===== config.mk =====
export PLATFORM = sky130hd
export DESIGN_NAME = mod_check_scheduler
export DESIGN_NICKNAME = d
export VERILOG_FILES = /design/src/rtl/mod_check_pkg.sv /design/src/rtl/mod_residue_core.sv /design/src/rtl/mod_check_scheduler.sv
export SDC_FILE = /design/constraint.sdc
export NUM_CORES = 1
export LEC_CHECK = 0
export ABC_AREA = 1
export CAP_MARGIN = 20
export CORE_UTILIZATION = 55
export CTS_BUF_LIST = sky130_fd_sc_hd__clkbuf_4 sky130_fd_sc_hd__clkbuf_8 sky130_fd_sc_hd__clkbuf_16
export DETAILED_ROUTE_END_ITERATION = 8
export DONT_BUFFER_PORTS = 1
export GPL_ROUTABILITY_DRIVEN = 0
export GPL_TIMING_DRIVEN = 0
export PLACE_DENSITY = 0.75
export REMOVE_ABC_BUFFERS = 1
export SYNTH_ARGS = -nofsm -noshare
export SYNTH_HDL_FRONTEND = slang
export SYNTH_SLANG_ARGS = --single-unit

===== constraint.sdc =====
create_clock -name clk -period 1.08 [get_ports clk]
set_input_delay 0.27 -clock clk [delete_from_list [all_inputs] [get_ports clk]]
set_output_delay 0.27 -clock clk [all_outputs]
set_load 0.005 [all_outputs]

===== src/rtl/mod_check_pkg.sv =====
// Shared types and constants for the arbitrated modulo-residue scheduler.
// The state encoding is fixed so that waveform decoders and other blocks can rely on it.
package mod_check_pkg;

    typedef enum logic [1:0] {
        IDLE  = 2'd0,
        SHIFT = 2'd1,
        DONE  = 2'd2
    } state_t;

    localparam logic ID_REQ0 = 1'b0;
    localparam logic ID_REQ1 = 1'b1;
    localparam int   NUM_REQ = 2;

    localparam int DEFAULT_WIDTH = 8;
    localparam int DEFAULT_MOD   = 5;

endpackage


===== src/rtl/mod_residue_core.sv =====
// Bit-serial residue engine: consumes one operand bit per enabled cycle, MSB first,
// and keeps the running value of the operand modulo MOD.
module mod_residue_core
    import mod_check_pkg::*;
#(
    parameter  int MOD = DEFAULT_MOD,
    localparam int RW  = $clog2(MOD)
) (
    input  logic          clk,
    input  logic          reset,
    input  logic          clr,
    input  logic          en,
    input  logic          bit_in,
    output logic [RW-1:0] residue
);

    localparam logic [RW:0] MOD_EXT = (RW+1)'(MOD);

    logic [RW-1:0] residue_reg;
    logic [RW-1:0] residue_next;
    logic [RW:0]   doubled;

    // 2*r + bit never exceeds 2*MOD-1, so a single conditional subtract keeps it below MOD.
    always_comb begin
        doubled      = {residue_reg, bit_in};
        residue_next = doubled[RW-1:0];
        if (doubled >= MOD_EXT) begin
            residue_next = RW'(doubled - MOD_EXT);
        end
    end

    always_ff @(posedge clk) begin
        if (!reset) begin
            residue_reg <= '0;
        end else if (clr) begin
            residue_reg <= '0;
        end else if (en) begin
            residue_reg <= residue_next;
        end
    end

    assign residue = residue_reg;

endmodule


===== src/rtl/mod_check_scheduler.sv =====
// Two-requester round-robin front end for the serial residue engine: accepts one word,
// shifts it MSB-first through the engine and returns a one-cycle tagged response.
module mod_check_scheduler
    import mod_check_pkg::*;
#(
    parameter  int WIDTH = DEFAULT_WIDTH,
    parameter  int MOD   = DEFAULT_MOD,
    localparam int RW    = $clog2(MOD)
) (
    input  logic             clk,
    input  logic             reset,
    input  logic             req0_valid,
    input  logic [WIDTH-1:0] req0_data,
    output logic             req0_ready,
    input  logic             req1_valid,
    input  logic [WIDTH-1:0] req1_data,
    output logic             req1_ready,
    output logic             rsp_valid,
    output logic             rsp_id,
    output logic [RW-1:0]    rsp_residue,
    output logic             rsp_divisible,
    output logic             busy
);

    localparam int CW = $clog2(WIDTH);

    state_t           state_reg;
    state_t           state_next;
    logic [WIDTH-1:0] sr_reg;
    logic [CW-1:0]    cnt_reg;
    logic             id_reg;
    logic             prio_reg;
    logic             rsp_id_reg;
    logic [RW-1:0]    rsp_residue_reg;

    logic [NUM_REQ-1:0] valid_vec;
    logic [NUM_REQ-1:0] ready_vec;
    logic               grant_id;
    logic               accept;
    logic [WIDTH-1:0]   grant_data;
    logic               in_done;
    logic [RW-1:0]      core_residue;

    assign valid_vec = {req1_valid, req0_valid};

    // With a single requester active the grant simply follows it; contention goes to prio.
    always_comb begin
        grant_id = valid_vec[1];
        if (&valid_vec) begin
            grant_id = prio_reg;
        end
    end

    genvar gi;
    generate
        for (gi = 0; gi < NUM_REQ; gi++) begin : g_ready
            assign ready_vec[gi] = reset && (state_reg == IDLE) && valid_vec[gi]
                                   && (grant_id == 1'(gi));
        end
    endgenerate

    assign req0_ready = ready_vec[ID_REQ0];
    assign req1_ready = ready_vec[ID_REQ1];
    assign accept     = |ready_vec;
    assign grant_data = grant_id ? req1_data : req0_data;

    always_comb begin
        state_next = state_reg;
        case (state_reg)
            IDLE:    if (accept) state_next = SHIFT;
            SHIFT:   if (cnt_reg == '0) state_next = DONE;
            DONE:    state_next = IDLE;
            default: state_next = IDLE;
        endcase
    end

    always_ff @(posedge clk) begin
        if (!reset) begin
            state_reg       <= IDLE;
            sr_reg          <= '0;
            cnt_reg         <= '0;
            id_reg          <= 1'b0;
            prio_reg        <= 1'b0;
            rsp_id_reg      <= 1'b0;
            rsp_residue_reg <= '0;
        end else begin
            state_reg <= state_next;
            if (accept) begin
                sr_reg   <= grant_data;
                cnt_reg  <= CW'(WIDTH - 1);
                id_reg   <= grant_id;
                prio_reg <= ~grant_id;
            end else if (state_reg == SHIFT) begin
                sr_reg <= sr_reg << 1;
                if (cnt_reg != '0) begin
                    cnt_reg <= cnt_reg - CW'(1);
                end
            end
            // Capture the finished result so it survives the engine clear on the next accept.
            if (state_reg == DONE) begin
                rsp_id_reg      <= id_reg;
                rsp_residue_reg <= core_residue;
            end
        end
    end

    mod_residue_core #(
        .MOD (MOD)
    ) u_core (
        .clk     (clk),
        .reset   (reset),
        .clr     (accept),
        .en      (state_reg == SHIFT),
        .bit_in  (sr_reg[WIDTH-1]),
        .residue (core_residue)
    );

    // In DONE the live engine result is shown; afterwards the captured copy holds it.
    assign in_done       = reset && (state_reg == DONE);
    assign rsp_valid     = in_done;
    assign rsp_id        = in_done ? id_reg : rsp_id_reg;
    assign rsp_residue   = in_done ? core_residue : rsp_residue_reg;
    assign rsp_divisible = (rsp_residue == '0);
    assign busy          = reset && (state_reg != IDLE);

endmodule

==> flow_metrics.py, run 1 <==
metrics = {
    "sta": {
        "tightest_slew_ns": 0.548,
        "slew_headroom_pct": 63.4,
        "worst_slack_ns": -0.512,
        "rsz0062_at_grt": "yes",
        "hold_violations": 0,
        "final-setup-viol-count": 26,
        "slew_viol_final": 0,
        "fin_skew_ns": 0.0106,
        "fmax_mhz": 628,
        "period_needed_ns": 1.59,
        "period_share_pct": 147,
    },
    "detailed_routing": {
        "routed-via-count": 1291,
        "wl_per_cell_um": 11.6,
        "drt-initial-drc-count": 20,
        "drc": 0,
        "final_antenna_net_count": 0,
        "firstDrtPassIters": 4,
        "wl_um": 2930,
        "post_drt_via_cell_ratio": 5.12,
    },
    "synthesis": {
        "netlist_area_mm2": 0.00132,
        "ys_ff_latch": 22,
        "synthCells": 214,
        "yosys_warnings": 0,
        "ys_types": 22,
        "synth_top_area_share_pct": 33.4,
        "syn_area_per_cell_um2": 6.16,
        "synth_seq_area_share_pct": 33.4,
        "synth.area.top_cells": "dfxtp_1 33%, nand2_1 22%, inv_1 8.5%",
        "synth_top_area_cell": "dfxtp_1",
    },
    "grt": {
        "grt_usage_pct": 25.9,
        "grt_overflow": 0,
        "antenna_found_initial": 0,
        "grt_max_degree": 16,
        "grt_pass1_wl_um": 5060,
        "grt_pass1_vias": 1226,
    },
    "finish": {
        "area_growth_pct": 15.3,
        "seq_area_um2": 447,
        "multi_input_area_um2": 796,
        "final_cell_area_mm2": 0.00152,
        "drive_above_1_share_pct": 18.3,
        "largest_reg_flops": 8,
        "fin_nets": 250,
        "num_antenna_cells": 0,
        "num-fill-cells": 209,
    },
    "setup_path": {
        "start_kind": "register",
        "slowest_stage": "dfxtp_4",
        "path_delay_family": "simple AND/OR/NAND/NOR gates",
        "r2r-end": "sr_reg[7]$_SDFFE_PN0P_",
        "endpoint_kind": "primary output",
        "path_buf_inv": 1,
        "crit_fanout": 6,
        "reg2regPathDepth": 8,
        "crit_chain": "nand2_4, nor2_4, nand2_2, o21ai_2, inv_1, nand2_1, nor2_1",
        "worstPathRequired_ns": 0.81,
        "critical_path_depth": 7,
        "critPathKind": "reg -> out",
        "cp.arrival_ns": 1.32,
        "slowest_delay_ns": 0.41,
        "r2r_setup_slack_ns": -0.32,
        "regToRegStartpoint": "state_reg[0]$_SDFFE_PN0P_",
    },
    "status": {
        "status": "complete, but fails checks",
        "violations": "negative setup slack",
    },
    "clock_network": {
        "path_clk_slew_ns": 0.13,
        "tritoncts": "done",
        "clk_latency_ns": 0.31,
        "htreeDepth": 1,
        "clockBufferDepth": 2,
        "root_buffer": "clkbuf_4",
        "cts_sinks": 22,
        "cts_buffers": 3,
    },
    "power_and_ir_drop": {
        "power_leakage_nw": 0.754,
        "power_density_mw_per_mm2": 1640,
        "max-vdd-ir-drop_v": 0.000976,
        "total_power_mw": 2.49,
    },
    "place": {
        "io_buffer_count": 0,
        "dpl_cell_area_mm2": 0.00132,
        "dp.final_hpwl_um": 1950,
    },
    "floorplanning": {
        "die_h_um": 50.9,
        "core_region_area_mm2": 0.00223,
        "die_area_mm2": 0.00260,
        "num_rows": 17,
        "fp.dieW_um": 50.9,
        "start_util_pct": 59.0,
        "io_pins": 29,
    },
    "min_path": {
        "hold-path-endpoint": "cnt_reg[2]$_SDFFE_PN0P_",
        "hp-class": "in -> reg",
        "whs_path_depth": 2,
        "hold_start": "reset",
    },
    "job": {
        "maxCapViolations": 0,
    },
}
synthesized netlist by cell type:
master and number:
nor2_4 1, a21oi_4 1, buf_2 3, a21oi_2 1
nand2_4 1, or2_2 1, nor2_2 4, nand2_2 2
a211oi_1 1, a21oi_1 2, nor2_1 29, nand2_1 76
nand3_1 18, dfxtp_1 22, inv_1 30, ha_1 4
buf_6 1, a21boi_0 1, o31ai_1 4, nor3_1 1
o21ai_0 9, clkbuf_1 2
per-layer routing:
metal  vias up  global-route usage (%)  wire (um)
met5         -                       0          0
met4         0                    13.4         55
li1        678                       -          -
met2        19                    45.8       1510
met3         6                    5.06         69
met1       588                    29.1       1300
power breakdown:
| group | switching (mW) | internal (mW) | total [mW] |
|---|---|---|---|
| Combinational | 0.635 | 0.444 | 1.08 |
| Clock | 0.250 | 0.130 | 0.380 |
| Sequential | 0.0855 | 0.950 | 1.04 |
| Total | 0.970 | 1.52 | 2.49 |
layout by cell type (no fill, tap or decap), types with 4 or more instances in the layout:
master,Yosys,layout
nand2_1,76,72
inv_1,30,29
nor2_1,29,28
dfxtp_1,22,19
nand3_1,18,17
buf_4,0,10
o21ai_0,9,6
nor2_4,1,4
nand2_2,2,4
ha_1,4,4
stage by stage:
| step | std cells | util [%] | hold slack (ns) | setup slack [ns] | TNS [ns] |
|---|---|---|---|---|---|
| CTS | 246 | 65.0 | 0.0543 | -0.500 | -7.62 |
| global placement | 236 | 59.0 | 0.374 | -0.388 | -4.60 |
| floorplan | 208 | - | 0.368 | -0.231 | -1.32 |
| finish | 252 | 68.0 | 0.0594 | -0.512 | -7.46 |
| global route | 252 | 68.0 | 0.0401 | -0.603 | -9.70 |
| detailed placement | 236 | 59.0 | 0.376 | -0.415 | -5.40 |
worst max path at each step:
stage                                to  slack (ns)                       from
after global placement    rsp_divisible       -0.39                      reset
final                     rsp_divisible       -0.51  state_reg[1]$_SDFFE_PN0P_
after global routing      rsp_divisible       -0.60  state_reg[1]$_SDFFE_PN0P_
after detailed placement  rsp_divisible       -0.42                      reset
after CTS                 rsp_divisible       -0.50  state_reg[0]$_SDFFE_PN0P_
after floorplan           rsp_divisible       -0.23                      reset
final cells by class:
type                       count  area share, %
sequential                    22           29.4
multi-input combinational    157           52.4
tap                           28           2.31
timing repair buffer          12           7.00
inverter                      30           7.41
clock buffer                   3           1.48
repair_timing:
action                     4_1_cts  5_1_grt
hold endpoints to repair         0        0
setup buffers                    6        6
pin swaps                        3        3
gates resized for setup         18        6
setup endpoints to repair       24       27
cloned                           1        0
hold buffers                     0        0
kinds of logic after synthesis:
| family | share of synthesized area, % |
|---|---|
| buffers and inverters | 11.1 |
| AND/OR/NAND/NOR | 42.2 |
| flip-flops | 33.4 |
| adder cells (fa/ha/maj) | 3.80 |
| AO/OA/AOI/OAI | 9.50 |
No activity file was read; power rests on OpenSTA's default activity.
==> inputs of run 2 (changes only) <==
--- a/config.mk
+++ b/config.mk
@@ -13,7 +13,7 @@
 export DONT_BUFFER_PORTS = 1
 export GPL_ROUTABILITY_DRIVEN = 0
 export GPL_TIMING_DRIVEN = 0
-export PLACE_DENSITY = 0.75
+export PLACE_DENSITY = 0.72
 export REMOVE_ABC_BUFFERS = 1
 export SYNTH_ARGS = -nofsm -noshare
 export SYNTH_HDL_FRONTEND = slang
==> constraint.sdc (replaced) <==
create_clock -name clk -period 1.5 [get_ports clk]
set_input_delay 0.075 -clock clk [delete_from_list [all_inputs] [get_ports clk]]
set_output_delay 0.075 -clock clk [all_outputs]
set_load 0.005 [all_outputs]
==> flow_metrics.py, run 2 (synthesized netlist as in run 1, its figures left out) <==
metrics = {
    "status": {
        "status": "finished clean",
    },
    "sta": {
        "fin_setup_tns_ns": 0,
        "fmax_mhz": 682,
        "final-setup-viol-count": 0,
        "period_share_pct": 97.7,
        "tightest_slew_ns": 0.521,
        "rsz0062_at_grt": "yes",
        "hold_violations": 0,
        "slew_headroom_pct": 65.2,
        "fin_skew_ns": 0.00106,
        "period_needed_ns": 1.47,
        "slew_viol_final": 0,
        "worst_slack_ns": 0.0343,
    },
    "detailed_routing": {
        "drt-initial-drc-count": 23,
        "final_antenna_net_count": 0,
        "firstDrtPassIters": 4,
        "wl_um": 2730,
        "wl_per_cell_um": 11.1,
        "drc": 0,
        "routed-via-count": 1236,
        "post_drt_via_cell_ratio": 5.04,
    },
    "setup_path": {
        "start_kind": "register",
        "regToRegStartpoint": "prio_reg$_SDFFE_PN0P_",
        "critPathKind": "reg -> out",
        "endpoint_kind": "primary output",
        "slowest_stage": "dfxtp_4",
        "worstPathRequired_ns": 1.42,
        "crit_fanout": 6,
        "cp.arrival_ns": 1.39,
        "path_buf_inv": 2,
        "crit_chain": "inv_4, nand2_4, nor2_4, nand2_2, o21ai_2, inv_1, nand2_1, nor2_2",
        "r2r_setup_slack_ns": 0.17,
        "cp-startpoint": "state_reg[0]$_SDFFE_PN0P_",
        "path_delay_family": "simple AND/OR/NAND/NOR gates",
        "slowest_delay_ns": 0.39,
    },
    "grt": {
        "grt_overflow": 0,
        "grt_usage_pct": 24.2,
        "grt_pass1_vias": 1183,
        "antenna_found_initial": 0,
        "grt_pass1_wl_um": 4720,
        "grt_max_degree": 17,
    },
    "power_and_ir_drop": {
        "swShare_pct": 38.8,
        "power_density_mw_per_mm2": 1220,
        "combPwrFrac_pct": 37.9,
        "p_sw_mw": 0.683,
        "power_leakage_nw": 0.715,
        "p_int_mw": 1.08,
        "seqPwrFrac_pct": 42.8,
        "clkPwrFrac_pct": 19.3,
        "max-vdd-ir-drop_v": 0.000674,
    },
    "finish": {
        "area_growth_pct": 9.88,
        "multi_input_area_um2": 768,
        "seq_area_um2": 445,
        "fin_nets": 242,
        "num_antenna_cells": 0,
        "layout_commonest_cell": "nand2_1",
        "drive_above_1_share_pct": 12.9,
        "largest_reg_flops": 8,
        "final_cells": 245,
        "layout_common_cells": "73 x nand2_1, 29 x inv_1, 28 x nor2_1",
        "final_cell_area_mm2": 0.00145,
        "num-fill-cells": 242,
    },
    "floorplanning": {
        "io_pins": 29,
        "core_region_area_mm2": 0.00223,
        "die_area_mm2": 0.00260,
        "num_rows": 17,
        "start_util_pct": 59.0,
        "die_h_um": 50.9,
        "fp.dieW_um": 50.9,
    },
    "clock_network": {
        "path_clk_slew_ns": 0.13,
        "clk_latency_ns": 0.32,
        "root_buffer": "clkbuf_4",
        "cts_sinks": 22,
        "tritoncts": "done",
        "clockBufferDepth": 2,
        "htreeDepth": 1,
        "cts_buffers": 3,
    },
    "place": {
        "dp.cells": 236,
        "io_buffer_count": 0,
        "dp.final_hpwl_um": 1880,
        "pre_cts_ws_ns": 0.0294,
        "dpl_cell_area_mm2": 0.00132,
    },
    "job": {
        "maxCapViolations": 0,
    },
    "min_path": {
        "hp-class": "in -> reg",
        "hold_start": "reset",
    },
}
run 2: cell count changes in the layout (fill, tap and decap cells not counted), sizes merged:
| cell | before | now |
|---|---|---|
| buf | 12 | 2 |
| clkbuf | 3 | 4 |
| dlygate4sd3 | 0 | 2 |
run 2: routing by layer:
| layer | track usage, % | vias to the layer above | share of wire (%) |
|---|---|---|---|
| li1 | - | 664 | - |
| met1 | 25.7 | 534 | 44 |
| met2 | 45.4 | 33 | 50 |
| met3 | 3.87 | 5 | 3.7 |
| met4 | 11.6 | 0 | 1.8 |
| met5 | 0 | - | 0 |
run 2: layout make-up:
cell class | count | share of cell area, %
Timing Repair Buffer | 4 | 3.28
Inverter | 30 | 7.95
Multi-Input combinational cell | 157 | 53.1
Sequential cell | 22 | 30.8
Tap cell | 28 | 2.42
Clock buffer | 4 | 2.51
run 2: worst register-to-register path, delay by kind of cell, from the launching register on:
kind	cells	cell delay, ns
AND/OR/NAND/NOR	6	0.81
buffers and inverters	2	0.12
flip-flops	1	0.32
run 2: final timing paths:
path	depth (start not counted)	to
worst max register to register	8	cnt_reg[2]$_SDFFE_PN0P_
worst max-delay path	8	rsp_divisible
worst min register to register	2	rsp_id_reg$_SDFFE_PN0N_
worst min-delay path	2	prio_reg$_SDFFE_PN0P_
run 2: stage by stage:
stage,hold WS [ns],total power [mW],util (%)
floorplan,0.173,1.24,-
global placement,0.177,1.33,59.0
detailed placement,0.186,1.36,59.0
CTS,0.00594,1.72,62.6
global route,0.0434,1.91,64.8
finish,0.0162,1.76,64.8
run 2: repair_timing:
action | in CTS | in global routing
hold endpoints to repair | 13 | 0
buffers inserted | 0 | 2
setup endpoints to repair | 1 | 8
pin swaps | 1 | 4
hold buffers | 2 | 0
gates resized for setup | 10 | 7
gates cloned | 1 | 0
run 2: power by group through the flow:
stage	registers [mW]	logic [mW]	clock network, mW
2_1_floorplan	0.737	0.500	0
3_5_place_dp	0.750	0.606	0
5_1_grt	0.765	0.788	0.360
6_report	0.754	0.666	0.340
3_3_place_gp	0.747	0.583	0
4_1_cts	0.744	0.627	0.346
==> inputs of run 3 (changes only) <==
--- a/config.mk
+++ b/config.mk
@@ -5,15 +5,17 @@
 export SDC_FILE = /design/constraint.sdc
 export NUM_CORES = 1
 export LEC_CHECK = 0
-export ABC_AREA = 1
 export CAP_MARGIN = 20
-export CORE_UTILIZATION = 55
+export CELL_PAD_IN_SITES_DETAIL_PLACEMENT = 1
+export CELL_PAD_IN_SITES_GLOBAL_PLACEMENT = 1
+export CORE_MARGIN = 2
+export CORE_UTILIZATION = 46
 export CTS_BUF_LIST = sky130_fd_sc_hd__clkbuf_4 sky130_fd_sc_hd__clkbuf_8 sky130_fd_sc_hd__clkbuf_16
 export DETAILED_ROUTE_END_ITERATION = 8
 export DONT_BUFFER_PORTS = 1
 export GPL_ROUTABILITY_DRIVEN = 0
 export GPL_TIMING_DRIVEN = 0
-export PLACE_DENSITY = 0.72
+export PLACE_DENSITY = 0.79
 export REMOVE_ABC_BUFFERS = 1
 export SYNTH_ARGS = -nofsm -noshare
 export SYNTH_HDL_FRONTEND = slang
==> flow_metrics.py, run 3 <==
metrics = {
    "finish": {
        "post-route-util_pct": 61.1,
        "final_cell_area_mm2": 0.00170,
        "area_growth_pct": 25.6,
        "layout_common_cells": "19 x dfxtp_1, 19 x dlygate4sd3_1, 12 x o21ai_0, 12 x buf_4",
        "fin_nets": 202,
        "drive_above_1_share_pct": 19.3,
        "final_cells": 207,
        "num_antenna_cells": 0,
        "largest_reg_flops": 8,
    },
    "setup_path": {
        "slowest_delay_ns": 0.42,
        "r2r_setup_slack_ns": 0.07,
        "reg2regPathDepth": 5,
        "cp.arrival_ns": 1.39,
        "start_kind": "register",
        "r2r-end": "sr_reg[6]$_SDFFE_PN0P_",
        "worstPathRequired_ns": 1.42,
        "crit_chain": "nand3b_4, mux2_2, a21oi_2",
        "critPathKind": "reg -> out",
        "regToRegStartpoint": "state_reg[0]$_SDFFE_PN0P_",
        "endpoint_kind": "primary output",
        "crit_fanout": 5,
        "slowest_stage": "dfxtp_4",
    },
    "power_and_ir_drop": {
        "total_power_mw": 1.75,
        "power_leakage_nw": 0.695,
        "max-vdd-ir-drop_v": 0.000629,
        "power_density_mw_per_mm2": 1030,
    },
    "detailed_routing": {
        "post_drt_via_cell_ratio": 6.43,
        "drt-initial-drc-count": 51,
        "routed-via-count": 1332,
        "wl_per_cell_um": 19.6,
        "firstDrtPassIters": 4,
        "final_antenna_net_count": 0,
        "drc": 0,
        "wl_um": 4050,
    },
    "clock_network": {
        "clk_latency_ns": 0.31,
        "path_clk_slew_ns": 0.11,
        "htreeDepth": 1,
        "root_buffer": "clkbuf_4",
        "cts_buffers": 3,
        "tritoncts": "done",
        "clockBufferDepth": 2,
        "cts_sinks": 22,
    },
    "place": {
        "dp.cells": 170,
        "pre_cts_ws_ns": -0.394,
        "dp.final_hpwl_um": 2260,
        "dpl_cell_area_mm2": 0.00133,
        "io_buffer_count": 0,
    },
    "grt": {
        "grt_usage_pct": 25.6,
        "grt_max_degree": 21,
        "antenna_found_initial": 0,
        "grt_pass1_wl_um": 6540,
        "grt_pass1_vias": 1368,
        "grt_overflow": 0,
    },
    "min_path": {
        "hp-class": "in -> reg",
        "hold-path-endpoint": "id_reg$_SDFFE_PN0P_",
        "whs_path_depth": 2,
        "hold_start": "req0_valid",
    },
    "synthesis": {
        "synth_common_cells": "22 x dfxtp_1, 12 x o21ai_0, 9 x a311oi_1, 9 x nor2_1",
        "async_reset_ff_share_pct": 0,
        "synth.most_common_cell": "dfxtp_1",
        "syn_area_per_cell_um2": 8.96,
        "synth.area.top_cells": "dfxtp_1 33%, a311oi_1 5.8%, a221oi_1 5.2%",
        "synth_seq_area_share_pct": 32.6,
        "netlist_area_mm2": 0.00135,
        "synth_top_area_share_pct": 32.6,
        "ys_types": 45,
        "synth_top_area_cell": "dfxtp_1",
        "yosys_warnings": 0,
        "synth_edf_count": 0,
        "synthCells": 151,
        "ys_ff_latch": 22,
        "synth_ff_type": "dfxtp_1",
    },
    "sta": {
        "slew_headroom_pct": 50.3,
        "fin_skew_ns": 0.00238,
        "tightest_slew_ns": 0.744,
        "period_needed_ns": 1.46,
        "final-setup-viol-count": 0,
        "period_share_pct": 97.4,
        "fin_setup_tns_ns": 0,
        "fmax_mhz": 685,
        "worst_slack_ns": 0.0397,
        "hold_violations": 0,
        "hold_ws_ns": 0.0201,
        "slew_viol_final": 0,
    },
    "floorplanning": {
        "die_h_um": 58.2,
        "core_region_area_mm2": 0.00278,
        "fp.dieW_um": 58.2,
        "num_rows": 19,
        "die_area_mm2": 0.00339,
        "io_pins": 29,
        "start_util_pct": 48.6,
    },
    "status": {
        "status": "finished clean",
    },
    "job": {
        "maxCapViolations": 0,
    },
}
run 3: cell count changes in the layout (fill, tap and decap cells not counted), sizes merged, moves of 4 or more:
cell         before  now
nand2            79    5
nor2             35    9
inv              30    7
dlygate4sd3       2   19
nand3            18    2
buf               2   15
a311oi            0    9
nand3b            0    9
a221oi            0    8
and3b             0    7
mux2i             0    4
run 3: cell type report:
type | count | area, um2
Fill cell | 304 | 1080
Multi-Input combinational cell | 110 | 843
Sequential cell | 22 | 452
Timing Repair Buffer | 34 | 317
Tap cell | 31 | 38.8
Inverter | 7 | 26.3
Clock buffer | 3 | 22.5
run 3: kinds of logic after synthesis:
| group | synth area share (%) |
|---|---|
| adder cells (fa/ha/maj) | 3.70 |
| flip-flops | 32.6 |
| AND/OR/NAND/NOR | 26.4 |
| multiplexers | 5.46 |
| AO/OA/AOI/OAI | 25.2 |
| buffers and inverters | 6.75 |
run 3: repair_timing:
| action | 4_1_cts | 5_1_grt |
|---|---|---|
| hold endpoints to repair | 14 | 0 |
| gates resized for setup | 8 | 5 |
| pin swaps | 2 | 4 |
| hold buffers | 19 | 0 |
| setup endpoints to repair | 22 | 16 |
| buffers inserted | 6 | 9 |
run 3: layer usage:
layer | wire [um] | global-route usage (%) | part of all wire (%)
met4 | 99 | 10.3 | 2.4
met2 | 2190 | 47.9 | 54
met1 | 1640 | 29.4 | 40
met5 | 0 | 0 | 0
met3 | 124 | 2.68 | 3.1
run 3: worst max-delay path by stage:
stage                                   start                 endpoint  cells past startpoint
floorplan           state_reg[0]$_SDFFE_PN0P_  cnt_reg[1]$_SDFFE_PN0P_                      3
global placement    state_reg[0]$_SDFFE_PN0P_  cnt_reg[0]$_SDFFE_PN0P_                      3
detailed placement  state_reg[0]$_SDFFE_PN0P_  cnt_reg[1]$_SDFFE_PN0P_                      3
CTS                 state_reg[1]$_SDFFE_PN0P_            rsp_divisible                      3
global route        state_reg[0]$_SDFFE_PN0P_            rsp_divisible                      3
finish              state_reg[0]$_SDFFE_PN0P_            rsp_divisible                      3
run 3: critical path: cells and delay by family, from the launching register on:
family          cells  cell delay (ns)
compound gates      1             0.12
simple gates        1             0.17
mux                 1             0.37
flops               1             0.42
run 3: report_power, final:
| group | leakage, nW | total (mW) | switching [mW] | internal [mW] |
|---|---|---|---|---|
| Sequential | 0.182 | 0.750 | 0.0773 | 0.672 |
| Clock | 0.0138 | 0.267 | 0.173 | 0.0939 |
| Combinational | 0.499 | 0.733 | 0.371 | 0.363 |
